$ cat src/rtl/pe_feeder_pkg.sv
// Shared definitions for the PE row feeder: FSM encoding, default pipeline
// latency and the lane counter width helper.
package pe_feeder_pkg;

    typedef enum logic [1:0] {
        FILL    = 2'd0,
        W_WAIT  = 2'd1,
        W_APPLY = 2'd2
    } feeder_state_t;

    // Row multiply register plus the partial-product register.
    localparam int DEFAULT_PIPE_LAT = 2;

    function automatic int cnt_width(input int n);
        return (n <= 1) ? 1 : $clog2(n);
    endfunction

endpackage

$ cat src/rtl/valid_delay_line.sv
// Shift register that delays a valid bit by DEPTH cycles and reports whether
// any stage is still carrying a pulse.
module valid_delay_line #(
    parameter int DEPTH = 2
) (
    input  logic clk,
    input  logic rst,
    input  logic d,
    output logic q,
    output logic any_busy
);

    logic [DEPTH-1:0] stages;

    always_ff @(posedge clk or posedge rst) begin
        if (rst) begin
            stages <= '0;
        end else begin
            stages[0] <= d;
            for (int i = 1; i < DEPTH; i++) begin
                stages[i] <= stages[i-1];
            end
        end
    end

    assign q        = stages[DEPTH-1];
    assign any_busy = |stages;

endmodule

$ cat src/rtl/pe_row_feeder.sv
// Assembles a scalar element stream into lane vectors for the PE row and
// applies new weights only after in-flight data has left the row pipeline.
module pe_row_feeder
    import pe_feeder_pkg::*;
#(
    parameter int DATA_BW     = 8,
    parameter int WEIGHT_BW   = 8,
    parameter int MATRIX_SIZE = 8,
    parameter int PIPE_LAT    = DEFAULT_PIPE_LAT
) (
    input  logic                             clk,
    input  logic                             rst,
    input  logic                             s_valid,
    output logic                             s_ready,
    input  logic                             s_is_weight,
    input  logic [DATA_BW-1:0]               s_data,
    output logic [DATA_BW*MATRIX_SIZE-1:0]   data_vec,
    output logic [WEIGHT_BW*MATRIX_SIZE-1:0] weights_vec,
    output logic                             weight_reload,
    output logic                             vec_valid,
    output logic                             sum_valid,
    output logic                             err_mismatch
);

    localparam int CW = cnt_width(MATRIX_SIZE);
    localparam logic [CW-1:0] LAST_LANE = CW'(MATRIX_SIZE - 1);

    feeder_state_t state, next_state;
    logic [CW-1:0] cnt;
    logic [CW-1:0] lane;
    logic          cur_is_weight;
    logic          accept;
    logic          mismatch;
    logic          last_beat;
    logic          any_busy;
    logic [DATA_BW*MATRIX_SIZE-1:0]   dbuf, dbuf_next;
    logic [WEIGHT_BW*MATRIX_SIZE-1:0] wbuf, wbuf_next;

    // A beat of the other type mid-vector restarts assembly at lane 0.
    assign accept    = s_valid && s_ready;
    assign mismatch  = accept && (cnt != '0) && (s_is_weight != cur_is_weight);
    assign lane      = mismatch ? '0 : cnt;
    assign last_beat = (lane == LAST_LANE);

    always_comb begin
        dbuf_next = dbuf;
        wbuf_next = wbuf;
        dbuf_next[int'(lane)*DATA_BW +: DATA_BW]     = s_data;
        wbuf_next[int'(lane)*WEIGHT_BW +: WEIGHT_BW] = s_data[WEIGHT_BW-1:0];
    end

    always_comb begin
        next_state    = state;
        s_ready       = 1'b0;
        weight_reload = 1'b0;
        case (state)
            FILL: begin
                s_ready = 1'b1;
                if (accept && s_is_weight && last_beat) begin
                    next_state = W_WAIT;
                end
            end
            W_WAIT: begin
                if (!vec_valid && !any_busy) begin
                    next_state = W_APPLY;
                end
            end
            W_APPLY: begin
                weight_reload = 1'b1;
                next_state    = FILL;
            end
            default: next_state = FILL;
        endcase
    end

    always_ff @(posedge clk or posedge rst) begin
        if (rst) begin
            state         <= FILL;
            cnt           <= '0;
            cur_is_weight <= 1'b0;
            dbuf          <= '0;
            wbuf          <= '0;
            data_vec      <= '0;
            weights_vec   <= '0;
            vec_valid     <= 1'b0;
            err_mismatch  <= 1'b0;
        end else begin
            state        <= next_state;
            vec_valid    <= accept && !s_is_weight && last_beat;
            err_mismatch <= mismatch;
            if (accept) begin
                cnt <= last_beat ? '0 : lane + 1'b1;
                if (lane == '0) begin
                    cur_is_weight <= s_is_weight;
                end
                if (s_is_weight) begin
                    wbuf <= wbuf_next;
                end else begin
                    dbuf <= dbuf_next;
                    if (last_beat) begin
                        data_vec <= dbuf_next;
                    end
                end
            end
            // Weights reach the row only on the drain-complete edge.
            if (state == W_WAIT && next_state == W_APPLY) begin
                weights_vec <= wbuf;
            end
        end
    end

    valid_delay_line #(
        .DEPTH(PIPE_LAT)
    ) u_sum_delay (
        .clk      (clk),
        .rst      (rst),
        .d        (vec_valid),
        .q        (sum_valid),
        .any_busy (any_busy)
    );

endmodule

$ cat config.mk
export PLATFORM = sky130hd
export DESIGN_NAME = pe_row_feeder
export DESIGN_NICKNAME = d
export VERILOG_FILES = /design/src/rtl/pe_feeder_pkg.sv /design/src/rtl/valid_delay_line.sv /design/src/rtl/pe_row_feeder.sv
export SDC_FILE = /design/constraint.sdc
export NUM_CORES = 1
export LEC_CHECK = 0
export CAP_MARGIN = 30
export CELL_PAD_IN_SITES_DETAIL_PLACEMENT = 1
export CELL_PAD_IN_SITES_GLOBAL_PLACEMENT = 2
export CORE_MARGIN = 1.5
export CORE_UTILIZATION = 41
export CTS_CLUSTER_SIZE = 20
export DETAILED_ROUTE_END_ITERATION = 10
export PLACE_DENSITY_LB_ADDON = 0.15
export SKIP_CTS_REPAIR_TIMING = 1
export SLEW_MARGIN = 10
export SYNTH_ARGS = -nofsm -noshare
export SYNTH_HDL_FRONTEND = slang
export SYNTH_SLANG_ARGS = --single-unit
$ cat constraint.sdc
create_clock -name clk -period 15.1 [get_ports clk]
set_input_delay 3.775 -clock clk [delete_from_list [all_inputs] [get_ports clk]]
set_output_delay 3.775 -clock clk [all_outputs]
set_load 0.05 [all_outputs]
## After elaboration in Yosys (flattened, before gate mapping)

Cells that the tools add are included.

- $add $sub $neg: 2
- $mul: 0
- Divide/modulo/power cells: 0
- Magnitude comparators: 0
- Eq/ne operators: 5
- Shifts and indexed selects: 2
- Muxes and demuxes: 9
- Bitwise operators: 1
- Reduce and logical (&&, ||, !) cells: 20

Operators by type and width:

| cell | count |
|---|---|
| bitwise mux 64 bit | 2 |
| variable shift 8 x 33 -> 64 bit (first input constant) | 1 |
| indexed part select 8 x 33 -> 64 bit | 1 |
| negation 6 -> 33 bit | 1 |
| logical AND 1 bit | 9 |
| 2-to-1 mux 3 bit | 2 |
| AND reduction 2 bit | 3 |
| equality test 2 bit (second input constant) | 2 |
| 2-to-1 mux 2 bit | 2 |
| case mux 2 bit (2 select lines) | 1 |
| adder 3 x 1 -> 3 bit (second input constant) | 1 |
| equality test 3 bit (second input constant) | 1 |
| logical NOT 1 bit | 3 |
| logical NOT 3 bit | 1 |
| AND reduction 3 bit | 1 |
| nonzero test 3 bit | 1 |
| equality test 2 x 1 -> 1 bit (second input constant) | 1 |
| logical NOT 2 bit | 1 |
| 2-to-1 mux 1 bit | 2 |
| OR reduction 2 bit | 1 |
| != test 1 bit | 1 |
| inverter 1 bit | 1 |

- Flip-flop bits (word level): 266
- Bits in latches: 0
- Bits in writable memories: 0
- ROM bits: 0
- Input bits: 12
- Output and inout port bits: 133
- Logic and storage cells: 49
- Memories kept: 0

## Longest topological paths before layout

Gate-level depths: netlist of run 1.

- Word-level depth: 12
- Gate-level depth with buffers: 13
- Mapped depth without buffers: 10

## Cells and area by module

From an unflattened synthesis of run 1, not the netlist that was laid out.

- Cell total of the unflattened synthesis: 909
- Area, all modules: 11,064.4 µm²

By module, submodules not included:

| module | times used | cells an instance | area an instance (µm²) | seq. area each (µm²) |
|---|---|---|---|---|
| pe_row_feeder | 1 | 905 | 11,004.3 | 6,606.3 |
| valid_delay_line | 1 | 4 | 60.1 | 50.0 |

## Worst setup path before layout of run 1

Ideal clock, no wire load.

- Path kind: input -> register
- Start point: input s_is_weight
- End point: register dbuf[0]
- Setup time: 125 ps
- Arrival: 6,322 ps
- Required time: 14,975 ps
- Setup slack: 8,653 ps
- Cell stages on the path: 12
- Path buffers: 3
- Cell sequence: buf_2 xor2_1 nand2_1 nand2_1 ha_1 ha_1 buf_2 nor2_1 nand2_1 or4_4 buf_6 mux2_4

- Cells in the longest elaborated chain, start to end: 6
- Elaborated cells on any way between the ends: 9
- Those cells by class: 1 x add/sub; 1 x eq/ne; 2 x shift; 2 x mux; 1 x bitwise; 2 x reduce/logical

RTL lines:

| element | line | source |
|---|---|---|
| from (decl) | pe_row_feeder.sv:15 | `input logic s_is_weight,` |
| != test 1 bit | pe_row_feeder.sv:41 | `assign mismatch = accept && (cnt != '0) && (s_is_weight != cur_is_weight);` |
| logical AND 1 bit | pe_row_feeder.sv:41 |  |
| 2-to-1 mux 3 bit | pe_row_feeder.sv:42 | `assign lane = mismatch ? '0 : cnt;` |
| negation 6 -> 33 bit | pe_row_feeder.sv:48 | `dbuf_next[int'(lane)*DATA_BW +: DATA_BW] = s_data;` |
| indexed part select 8 x 33 -> 64 bit / variable shift 8 x 33 -> 64 bit (equally long branches) | pe_row_feeder.sv:48 |  |
| bitwise mux 64 bit | pe_row_feeder.sv:48 |  |
| to (signal assigned) | pe_row_feeder.sv:99 | `dbuf <= dbuf_next;` |
| to (decl) | pe_row_feeder.sv:36 | `logic [DATA_BW*MATRIX_SIZE-1:0] dbuf, dbuf_next;` |

Several ways; a longest one is shown, not always the timed one.
A chain may end at the register's enable or synchronous reset.

## Worst setup path in the final report of run 1

- Start point: input s_is_weight
- End point: register wbuf[7]

- Cells in the longest elaborated chain, start to end: 6
- Elaborated cells on any way between the ends: 8
- Those cells by class: 1 x add/sub; 1 x eq/ne; 2 x shift; 2 x mux; 2 x reduce/logical

RTL lines:

| element | line | source |
|---|---|---|
| != test 1 bit | pe_row_feeder.sv:41 |  |
| logical AND 1 bit | pe_row_feeder.sv:41 |  |
| 2-to-1 mux 3 bit | pe_row_feeder.sv:42 |  |
| negation 6 -> 33 bit | pe_row_feeder.sv:49 | `wbuf_next[int'(lane)*WEIGHT_BW +: WEIGHT_BW] = s_data[WEIGHT_BW-1:0];` |
| indexed part select 8 x 33 -> 64 bit / variable shift 8 x 33 -> 64 bit (equally long branches) | pe_row_feeder.sv:49 |  |
| bitwise mux 64 bit | pe_row_feeder.sv:49 |  |
| to (signal assigned) | pe_row_feeder.sv:97 | `wbuf <= wbuf_next;` |
| to (decl) | pe_row_feeder.sv:37 | `logic [WEIGHT_BW*MATRIX_SIZE-1:0] wbuf, wbuf_next;` |

Several ways; a longest one is shown, not always the timed one.

==> results of run 1 <==
==> final cells by class <==
| cell class | instances | area, sq um | area share |
|---|---|---|---|
| sequential | 266 | 6656 | 0.4840 |
| multi-input combinational | 474 | 3887 | 0.2827 |
| timing repair buffer | 165 | 1663 | 0.1209 |
| clock buffer | 38 | 829.5 | 0.06032 |
| tap | 335 | 419.2 | 0.03048 |
| clock inverter | 14 | 230.2 | 0.01674 |
| inverter | 16 | 67.56 | 0.004913 |
==> cells in the mapped netlist, types with 2 or more instances <==
cell         n  area (sq um)
dfrtp_1    266          6656
mux2_2     181          2038
nand2_1     67         251.5
nand3_1     37         185.2
o211ai_1    35         262.8
clkbuf_1    30         112.6
a221o_1     24         240.2
nor2_1      24         90.09
nor4_1      24         150.1
buf_2       19         95.09
inv_1       16         60.06
a21oi_1     11         55.05
a31oi_1      8         50.05
mux2_4       8         120.1
o21ai_0      8         40.04
ha_1         5         62.56
nor2b_1      4         25.02
o31ai_1      4         30.03
nor2_2       3         18.77
a21oi_2      2         17.52
a31oi_2      2         25.02
and2_1       2         12.51
buf_6        2         22.52
nand2b_1     2         12.51
nand3b_1     2         15.01
nor3_1       2         10.01
o2111ai_1    2         17.52
o211a_1      2         20.02
or3_1        2         12.51
==> registers in the layout (all words and copies together), names as in the netlist <==
| signal | flops |
|---|---|
| data_vec | 64 |
| dbuf | 64 |
| wbuf | 64 |
| weights_vec | 64 |
| cnt | 3 |
| state | 2 |
| u_sum_delay.stages | 2 |
| cur_is_weight | 1 |
| err_mismatch | 1 |
| vec_valid | 1 |
==> placed cells by master (no fill, tap or decap), drive strengths merged, types with 3 or more instances in the layout <==
cell type / netlist / final
clkinv: 0 / 7
nor2: 27 / 27
bufinv: 0 / 6
buf: 21 / 21
nand3: 37 / 37
o21ai: 9 / 9
dfrtp: 266 / 266
nand2: 67 / 67
o211ai: 35 / 35
mux2: 189 / 189
a221o: 24 / 24
clkbuf: 30 / 38
nor4: 24 / 24
ha: 5 / 5
inv: 16 / 16
nor2b: 4 / 4
clkdlybuf4s50: 0 / 144
nor3: 3 / 3
a21oi: 13 / 13
a31oi: 10 / 10
o31ai: 4 / 4
==> logic make-up after synthesis <==
family,after synthesis,share of synthesized area
buffers and inverters,67,0.02681
AND/OR/NAND/NOR,177,0.07917
adder cells (fa/ha/maj),5,0.005779
multiplexers,189,0.1994
AO/OA/AOI/OAI,101,0.07235
XOR/XNOR,2,0.001618
flip-flops,266,0.6149
==> metrics by stage <==
step	utilization	power [mW]	area (sq um)
finish	0.5293	2.851	13750
global route	0.5293	2.989	13750
CTS	0.5272	2.875	13700
detailed placement	0.4864	2.087	12640
global placement	0.4846	2.046	12590
floorplan	-	1.736	10830
==> power by group through the flow <==
stage | Sequential (mW) | Combinational, mW | Clock, mW
after floorplan | 1.31 | 0.426 | 0
after CTS | 1.08 | 1.00 | 0.790
after global placement | 1.08 | 0.970 | 0
after global routing | 1.11 | 1.06 | 0.820
final | 1.08 | 0.997 | 0.774
after detailed placement | 1.09 | 0.998 | 0
==> per-layer routing <==
metal	wire length, microns	vias up
met5	0	-
met4	480	0
met3	1330	37
met2	14220	185
met1	14280	3841
li1	-	3222
==> worst reg2reg max path, stage by stage (launching register included) <==
cell and delay (ns):
dfrtp_1 0.46, xor2_1 0.43, nand2_1 0.19, nand2_1 0.16
ha_1 0.17, ha_1 0.38, nor2_1 0.28, and2_1 0.43
nand4_1 0.51, mux2_2 0.46
==> worst min path at each step <==
| stage | endpoint | cells past startpoint |
|---|---|---|
| after floorplan | u_sum_delay.stages[1]$_DFF_PP0_ | 0 |
| after global placement | u_sum_delay.stages[1]$_DFF_PP0_ | 0 |
| after detailed placement | u_sum_delay.stages[1]$_DFF_PP0_ | 0 |
| after CTS | u_sum_delay.stages[1]$_DFF_PP0_ | 0 |
| after global routing | u_sum_delay.stages[1]$_DFF_PP0_ | 0 |
| final | u_sum_delay.stages[1]$_DFF_PP0_ | 0 |
==> results by group, run 1 <==
Global route
  • Busiest grt layer: met2
  • Tot GR Track Use: 0.2276
  • Vias in the first global route: 7856
  • M3 GR Usage: 0.03372
  • First-pass GRT wire length: 47070 microns
  • M2 GR Usage: 0.3595
  • Largest net degree at the start of global routing: 130
  • Initial antenna violation count: 0
  • GRT met1 Usage: 0.3308
  • Grt total ovfl: 0

Pwr
  • Sw power: 1.066 mW
  • Internal power: 1.785 mW
  • Pleak: 6.357 nW
  • Seq pwr share: 0.379
  • Cell Pwr Density: 207.3 mW/mm^2
  • Logic pwr share: 0.350
  • Maximum VDD drop: 128.6 uV
  • Clock power frac: 0.271
  • Sw frac: 0.3740

Yosys
  • #FFs+latches synth: 266
  • Register area share after synthesis: 0.6149
  • Post-Syn Instances: 807
  • Syn Nets: 824
  • Top_reg_cell synth: dfrtp_1
  • EDFF count, synth: 0
  • Synthesized area: 0.01083 sq mm
  • Asr flop ratio synth: 1.000
  • Unique masters post-synth: 42
  • Synth Warn #: 0
  • Mean Syn Cell Area: 13.41 sq um

Clock tree
  • CTS H-Tree Depth: 1
  • CTS tree: yes
  • Clock latency on the worst-skew pair: 0.55 ns
  • CTS max path bufs: 3
  • Clk pin slew, worst setup/hold paths: 0.06 ns
  • Root Buffer: clkbuf_16
  • Clock Sink Count: 266
  • Cts bufs inserted: 28

Placed design
  • Pre-CTS setup slack: 7.503 ns
  • Port bufs: 144
  • HPWL Detailed: 19910 microns
  • Dpl cells: 1254
  • GPL Wtd Cong: 0.8222

Worst setup path
  • Worst path max stage delay: 0.70 ns
  • Worst EP arrival: 7.48 ns
  • Reg2reg path depth: 9
  • Required time worst endpoint: 15.51 ns
  • Maximum net fanout on the critical path: 11
  • Worst path top cell family by delay: simple AND/OR/NAND/NOR gates
  • Reg2Reg Setup Slack: 11.53 ns
  • CP startpoint: s_is_weight
  • CP startpoint kind: primary input
  • Crit path kind: primary input to flop
  • Critical Path Stages: 10
  • Critical R2R Capture: wbuf[7]$_DFFE_PP0P_
  • WP buf/inv: 1
  • Reg2reg start: cur_is_weight$_DFFE_PP0P_
  • Slowest cell on crit path: clkdlybuf4s50_1
  • Critical Path Sink Type: flop
  • CP Cell Sequence: clkdlybuf4s50_1 > xor2_1 > nand2_1 > nand2_1 > ha_1 > ha_1 > nor2_1 > and2_1 > nand4_1 > mux2_2
  • End point of the critical path: wbuf[7]$_DFFE_PP0P_

Floorplan
  • Core box area: 0.02598 sq mm
  • Full die area: 0.02739 sq mm
  • Starting Density: 0.4166
  • Die Wd: 165.5 microns
  • Die Y: 165.5 microns
  • Boundary Pins: 145
  • FP Rows: 59

STA
  • Final hold violation count: 0
  • Final WS setup: 8.034 ns
  • Crit path time final: 7.066 ns
  • Worst-Margin Slew: 0.9462 ns
  • Total Neg Setup Slack: 0 ns
  • RSZ-0062 raised after global routing: false
  • Final-report max-slew violation count: 0
  • Fin Clk Skew: 0.02180 ns
  • Max_slew headroom: 0.3664
  • Fmax: 141.5 MHz
  • Hold_ws: 0.3741 ns
  • Final worst-path cycle share: 0.4679
  • # setup viols final: 0

Route
  • WL final: 30310 microns
  • Drt first pass iters: 5
  • DR vias: 7285
  • Initial DRC count: 398
  • Via/cell ratio: 5.570
  • DRC violations left: 0
  • Avg WL per Cell: 23.17 microns
  • Final ANT Viol Nets: 0

Cells and area
  • Synthesis-to-finish area growth: 27.05%
  • Antenna Cells: 0
  • Nets: 968
  • Fraction of layout cells with a size suffix above 1: 0.2816
  • Fillers: 2589
  • Finished Layout Cells: 1308

Hold path
  • Worst hold start: u_sum_delay.stages[0]$_DFF_PP0_
  • Worst hold path class: flop to flop

Outcome
  • Status: finished, final reports clean

Run
  • Max Cap Viol: 0
(Power assumes the default switching activity.)
==> run 2, diff against run 1 <==
- CORE_UTILIZATION: 41 -> 34
- clock period: 15.1 -> 6.5 ns (I/O delays scaled with it)
==> run 2 against run 1 <==
Utilization down 9.7 points. Clock-buffer cell count unchanged. Power up 120%. Register-to-register slack worse by 8.5 ns. Via count down 3.0%. Hold slack about the same. Largest cell class unchanged. Critical endpoint is now wbuf[3]$_DFFE_PP0P_. Routed wire length down 3.3%. Clock power up 98%. Critical path depth unchanged.
==> results by group, run 2 (synthesis gave the netlist of run 1 again) <==
STA
  • Hold_ws: 0.3744 ns (was 0.3741 ns)
  • Fin Clk Skew: 0.007539 ns (was 0.02180 ns)
  • RSZ-0062 raised after global routing: false (unchanged)
  • Final hold violation count: 0 (unchanged)
  • Max_slew headroom: 0.3663 (was 0.3664)
  • Crit path time final: 4.779 ns
  • # setup viols final: 0 (unchanged)
  • Fmax: 209.2 MHz
  • Total Neg Setup Slack: 0 ns (unchanged)
  • Final-report max-slew violation count: 0 (unchanged)
  • Worst-Margin Slew: 0.9475 ns (was 0.9462 ns)
  • Final worst-path cycle share: 0.7353

Route
  • DR vias: 7063 (was 7285)
  • Avg WL per Cell: 21.47 microns (was 23.17 microns)
  • WL final: 29310 microns (was 30310 microns)
  • Via/cell ratio: 5.174 (was 5.570)
  • Initial DRC count: 382 (was 398)
  • DRC violations left: 0 (unchanged)
  • Final ANT Viol Nets: 0 (unchanged)
  • Drt first pass iters: 4 (was 5)

Placed design
  • HPWL Detailed: 18890 microns (was 19910 microns)
  • Placed Area: 0.01273 sq mm (was 0.01264 sq mm)
  • Port bufs: 144 (unchanged)
  • GPL Wtd Cong: 0.7939 (was 0.8222)

Cells and area
  • Synthesis-to-finish area growth: 25.61% (was 27.05%)
  • Final Core Density: 0.4320 (was 0.5293)
  • Fraction of layout cells with a size suffix above 1: 0.2710 (was 0.2816)
  • Nets: 967 (was 968)
  • Antenna Cells: 0 (unchanged)
  • Design area: 0.01360 sq mm (was 0.01375 sq mm)
  • Most frequent cells in the layout: dfrtp_1 (266), mux2_2 (181), clkdlybuf4s50_1 (144), nand2_1 (67), nand3_1 (37) (unchanged)
  • Leading cell type in the layout, fill and taps excluded: dfrtp_1 (unchanged)

Pwr
  • Sw frac: 0.3785 (was 0.3740)
  • Clock power frac: 0.244 (was 0.271)
  • Internal power: 3.907 mW (was 1.785 mW)
  • Logic pwr share: 0.361 (was 0.350)
  • Pleak: 6.242 nW (was 6.357 nW)
  • Seq pwr share: 0.395 (was 0.379)
  • Tot Pwr: 6.286 mW (was 2.851 mW)
  • Maximum VDD drop: 246.3 uV (was 128.6 uV)
  • Sw power: 2.379 mW (was 1.066 mW)
  • Cell Pwr Density: 462.3 mW/mm^2 (was 207.3 mW/mm^2)

Global route
  • Tot GR Track Use: 0.1838 (was 0.2276)
  • Vias in the first global route: 7575 (was 7856)
  • Largest net degree at the start of global routing: 133 (was 130)
  • First-pass GRT wire length: 47040 microns (was 47070 microns)
  • Grt total ovfl: 0 (unchanged)
  • Initial antenna violation count: 1 (was 0)

Worst setup path
  • End point of the critical path: wbuf[3]$_DFFE_PP0P_ (was wbuf[7]$_DFFE_PP0P_)
  • Critical Path Sink Type: flop (unchanged)
  • Required time worst endpoint: 6.92 ns (was 15.51 ns)
  • Reg2reg start: cur_is_weight$_DFFE_PP0P_ (unchanged)
  • Worst path max stage delay: 0.70 ns (about the same)
  • CP startpoint kind: primary input (unchanged)
  • CP startpoint: s_is_weight (unchanged)
  • Slowest cell on crit path: clkdlybuf4s50_1 (unchanged)
  • Worst EP arrival: 5.20 ns (was 7.48 ns)
  • Critical R2R Capture: wbuf[3]$_DFFE_PP0P_ (was wbuf[7]$_DFFE_PP0P_)
  • Maximum net fanout on the critical path: 11 (unchanged)
  • Reg2Reg Setup Slack: 3.04 ns (was 11.53 ns)
  • CP Cell Sequence: clkdlybuf4s50_1 > xor2_1 > nand2_1 > nand2_1 > ha_1 > ha_1 > nor2_1 > and2_1 > nand4_1 > mux2_2 (unchanged)
  • Crit path kind: primary input to flop (unchanged)
  • Reg2reg path depth: 9 (unchanged)

Floorplan
  • FP Rows: 65 (was 59)
  • Die Y: 181.4 microns (was 165.5 microns)
  • Core box area: 0.03147 sq mm (was 0.02598 sq mm)
  • Starting Density: 0.3439 (was 0.4166)
  • Full die area: 0.03292 sq mm (was 0.02739 sq mm)
  • Die Wd: 181.4 microns (was 165.5 microns)
  • Boundary Pins: 145 (unchanged)

Run
  • Max Cap Viol: 0 (unchanged)

Clock tree
  • Clock latency on the worst-skew pair: 0.54 ns (was 0.55 ns)
  • Clock Sink Count: 266 (unchanged)
  • Root Buffer: clkbuf_16 (unchanged)
  • CTS tree: yes (unchanged)
  • Clk pin slew, worst setup/hold paths: 0.06 ns (about the same)
  • CTS max path bufs: 3 (unchanged)
  • CTS H-Tree Depth: 1 (unchanged)
  • Cts bufs inserted: 29 (was 28)

Outcome
  • Status: finished, final reports clean (unchanged)

Hold path
  • Worst hold path class: flop to flop (unchanged)
-- run 2: power groups by stage --
stage,Combinational (mW),Clock [mW],Sequential (mW)
2_1_floorplan,0.989,0,3.04
3_3_place_gp,2.24,0,2.50
3_5_place_dp,2.28,0,2.51
4_1_cts,2.29,1.58,2.49
5_1_grt,2.42,1.66,2.56
6_report,2.27,1.53,2.48
-- run 2: per-stage QoR --
stage,worst slack [ns],instances
global placement,1.287,1318
CTS,1.778,1365
finish,1.721,1365
detailed placement,1.212,1321
global route,1.453,1365
floorplan,1.364,807
-- run 2: cell type report --
type / instances / area [sq um]
fillers: 3219 / 17880
clock inverters: 6 / 55.05
inverters: 16 / 63.81
well taps: 402 / 503.0
multi-input cells: 474 / 3881
repair buffers: 163 / 1629
flip-flops and latches: 266 / 6656
clock buffers: 38 / 809.5
-- run 2: worst min path at each step --
stage / end / depth (start not counted) / from
2_1_floorplan: u_sum_delay.stages[1]$_DFF_PP0_ / 0 / u_sum_delay.stages[0]$_DFF_PP0_
3_3_place_gp: u_sum_delay.stages[1]$_DFF_PP0_ / 0 / u_sum_delay.stages[0]$_DFF_PP0_
3_5_place_dp: u_sum_delay.stages[1]$_DFF_PP0_ / 0 / u_sum_delay.stages[0]$_DFF_PP0_
4_1_cts: u_sum_delay.stages[1]$_DFF_PP0_ / 0 / u_sum_delay.stages[0]$_DFF_PP0_
5_1_grt: u_sum_delay.stages[1]$_DFF_PP0_ / 0 / u_sum_delay.stages[0]$_DFF_PP0_
6_report: u_sum_delay.stages[1]$_DFF_PP0_ / 0 / u_sum_delay.stages[0]$_DFF_PP0_
-- run 2: metal layers --
metal,share of wire,track usage
met2,0.46,0.2892
met4,0.014,0.03467
met1,0.48,0.2684
met3,0.048,0.03149
met5,0,0
-- run 2: critical path, delay by kind of cell --
family	cells	cell delay, ns
xor+xnor	1	0.39
mux	1	0.45
buf+inv	1	0.70
fa+ha+maj	2	0.53
simple gates	5	1.49
==> variant 1, RTL diff (config.mk and constraints of run 2) <==
Reset style: synchronous (`rst`), changed in 2 clocked blocks.
--- a/src/rtl/valid_delay_line.sv
+++ b/src/rtl/valid_delay_line.sv
@@ -14,3 +14,3 @@
 
-    always_ff @(posedge clk or posedge rst) begin
+    always_ff @(posedge clk) begin
         if (rst) begin
--- a/src/rtl/pe_row_feeder.sv
+++ b/src/rtl/pe_row_feeder.sv
@@ -75,3 +75,3 @@
 
-    always_ff @(posedge clk or posedge rst) begin
+    always_ff @(posedge clk) begin
         if (rst) begin
Formal check against the unedited RTL: differs if rst is asserted again (counterexample within 4 cycles, from zero or initial values and one cycle with rst high); with rst held inactive, the same outputs for 4 cycles.
==> variant 1 against run 2 <==
Synthesized cell count up 34%. Critical path type unchanged. Synthesized area down 6.7%. Cell count up 18%. Via count up 18%. Worst setup slack worse by 0.29 ns. Highest routed layer unchanged. Register-to-register slack worse by 0.31 ns. Design area down 5.5%. Wire length up 4.2%. Sequential cell count unchanged. Critical endpoint is now dbuf[2].
Power is not compared: it rests on default switching activity, and its combinational part moved more than twofold at a synthesized area within 25%.
==> variant 1: results (changes against run 2) <==
Slowest CP cell: a2111oi_4 (was clkdlybuf4s50_1)
Clk_buf instances: 41 (was 38)
Minimum clock period: 5.07 ns (was 4.78 ns)
Fraction of area in multi-input gates: 33.8% (was 28.5%)
Ys async rst share: 0% (was 100%)
Syn nets: 1101 (was 824)
GR Util met2: 30.7% (was 28.9%)
Syn avg cell area: 9.32 µm² (was 13.4 µm²)
Mean number of vias per cell: 5.17 (about the same)
Slowest stage delay, CP: 0.77 ns (was 0.70 ns)
Most frequent cells after synthesis: 266 x dfxtp_1, 163 x nand2_1, 135 x nor2_1 (was 266 x dfrtp_1, 181 x mux2_2, 67 x nand2_1)
Multi-input gates: 708 (was 474)
Inverters: 32 (was 16)
Site Rows: 62 (was 65)
Post-synthesis mux area share: 8.03% (was 19.9%)
Storage cell area: 5330 µm² (was 6660 µm²)
Synth Area in Compound Gates: 16.1% (was 7.24%)
Met2 wire len: 13600 µm (was 13500 µm)
Number of nets in the layout: 1218 (was 967)
Initial antenna violation count: 0 (was 1)
Grt met3 use: 2.77% (was 3.15%)
First-pass GRT wire length: 47500 µm (was 47000 µm)
Status: finished, final reports clean (unchanged)
DR WL/cell: 19.0 µm (was 21.5 µm)
WHS: 0.451 ns (was 0.374 ns)
Ratio of cells with drive above 1 in the final layout: 7.76% (was 27.1%)
Worst-path maximum fanout: 21 (was 11)
Register area share after synthesis: 52.7% (was 61.5%)
Seq_cells: 266 (unchanged)
## variant 1: changes by cell type after synthesis, sizes merged, moves of 34 or more
cell	run 2	this run
a2111oi	0	34
dfrtp	266	0
a22o	0	45
mux2i	0	81
nand2	67	164
dfxtp	0	266
nor2	27	135
a21oi	13	78
mux2	189	0
## variant 1: cells by family after synthesis
family	after synthesis
and+or+nand+nor	403
DFF	266
AOI/OAI and AO/OA	217
buffers and inverters	110
muxes	81
adders and majority gates	5
xor gates and xnor gates	2
## variant 1: worst min-delay path by stage
| stage | startpoint | to | depth (start not counted) |
|---|---|---|---|
| floorplan | wbuf[18] | weights_vec[18] | 2 |
| global placement | wbuf[41] | weights_vec[41] | 2 |
| detailed placement | weights_vec[5] | weights_vec[5] | 2 |
| CTS | wbuf[41] | weights_vec[41] | 2 |
| global route | wbuf[50] | weights_vec[50] | 2 |
| finish | wbuf[41] | weights_vec[41] | 2 |
==> variant 2, RTL diff (config.mk and constraints of run 2) <==
Without the edit above. Set the parameter `WEIGHT_BW` to 6 (it was 8).
--- a/src/rtl/pe_row_feeder.sv
+++ b/src/rtl/pe_row_feeder.sv
@@ -6,3 +6,3 @@
     parameter int DATA_BW     = 8,
-    parameter int WEIGHT_BW   = 8,
+    parameter int WEIGHT_BW   = 6,
     parameter int MATRIX_SIZE = 8,
Interface: changed (resized weights_vec); port bits go from 145 to 129. The function was not compared with the original's and may differ.
==> variant 2 against run 2 <==
Power up 20%. Critical path depth grew 3. Synthesized area increased by 0.21%. Worst setup slack lost 0.71 ns. Design area down 0.98%. Sequential cell count shrank 32. Wire length up 4.3%. Largest cell class unchanged.
==> variant 2: results (changes against run 2) <==
Final WL: 30600 µm (was 29300 µm)
Post-Synth Adder-Cell Area: 1.22% (was 0.578%)
P_leak: 0.00649 µW (was 0.00624 µW)
Seq group: 2340 µW (was 2480 µW)
Synth Area in XOR/XNOR: 0.634% (was 0.162%)
Cells after DPL: 1522 (was 1321)
Reg2Reg Depth: 12 (was 9)
Diode count: 0 (unchanged)
Switching share of power: 43.9% (was 37.8%)
Largest net degree at the start of global routing: 146 (was 133)
Max-slew headroom: 39.6% (was 36.6%)
Yosys cell types: 64 (was 42)
Status: finished, final reports clean (unchanged)
DR vias: 8026 (was 7063)
Initial DRC count: 345 (was 382)
Synth Instances: 1029 (was 807)
Synth Area in Compound Gates: 8.24% (was 7.24%)
Longest Clk Path Bufs: 3 (unchanged)
Area contributors post-synth: dfrtp_1 54%, mux2_2 11%, mux2i_1 6.3% (was dfrtp_1 61%, mux2_2 19%, o211ai_1 2.4%)
Crit path launch: s_valid (was s_is_weight)
Power in the clock group: 1480 µW (was 1530 µW)
Skew final: 0.0140 ns (was 0.00754 ns)
VDD IR max: 266 µV (was 246 µV)
Cts bufs inserted: 26 (was 29)
First-pass GRT wire length: 49100 µm (was 47000 µm)
Slowest CP cell: fa_1 (was clkdlybuf4s50_1)
GRT Overall Usage: 18.9% (was 18.4%)
Most frequent cells after synthesis: 234 x dfrtp_1, 179 x nand2_1, 103 x mux2_2 (was 266 x dfrtp_1, 181 x mux2_2, 67 x nand2_1)
Clock Latency Late Sink: 0.53 ns
Worst setup path endpoint: wbuf[32] (was wbuf[3])
Worst hold path type: reg2reg (unchanged)
Reg-to-reg startpoint: state[1] (was cur_is_weight)
Cell Count, Final, Fillers Out: 1570 (was 1365)
Worst Hold Launch: u_sum_delay.stages[0] (unchanged)
Cell Area, Placed: 12600 µm² (was 12700 µm²)
DP Wirelength: 20700 µm (was 18900 µm)
I/O Buffers: 128 (was 144)
Slowest stage delay, CP: 0.73 ns (was 0.70 ns)
Vias in the first global route: 8440 (was 7575)
Number of nets in the layout: 1170 (was 967)
Ratio of cells with drive above 1 in the final layout: 16.4% (was 27.1%)
Worst-path maximum fanout: 12 (was 11)
Hold endpoint: u_sum_delay.stages[1] (unchanged)
CP delay by family, top: simple AND/OR/NAND/NOR gates (unchanged)
Biggest regs: data_vec x64, dbuf x64
Syn nets: 1051 (was 824)
TritonRoute pass-1 iters: 5 (was 4)
Post-synthesis mux area share: 17.1% (was 19.9%)
Placer Congestion: 0.859 (was 0.794)
Critical Path AT: 5.90 ns (was 5.20 ns)
Worst reg2reg setup slack: 2.10 ns (was 3.04 ns)
Register area share after synthesis: 54.0% (was 61.5%)
WHS: 0.378 ns (was 0.374 ns)
## variant 2: changes by cell type after synthesis, moves of 16 or more
cell      delta
a21oi_1     +67
a221o_1     -24
dfrtp_1     -32
mux2_2      -78
mux2i_1     +68
nand2_1    +112
nor2_1      +67
nor3_1      +16
nor4_1      -23
o211ai_1    -35
o21ai_0     +21
## variant 2: layout make-up
cell class              instances  area, µm²
clock buffers                  42        811
clock inverters                 6       66.3
fillers                      3430      18000
inverters                      17       67.6
multi-input cells             712       4640
flip-flops and latches        234       5860
well taps                     402        503
repair buffers                157       1520
## variant 2: stage by stage
step / power (µW) / setup WS (ns)
after floorplan: 4860 / 1.09
after global placement: 6050 / 0.602
after detailed placement: 6090 / 0.491
after CTS: 7620 / 1.04
after global routing: 8000 / 0.792
final: 7530 / 1.01
## variant 2: layer usage
metal | track usage (%) | part of all wire, %
met1 | 25.9 | 47
met2 | 31.7 | 48
met3 | 2.57 | 3.5
met5 | 0 | 0
met4 | 4.10 | 1.8
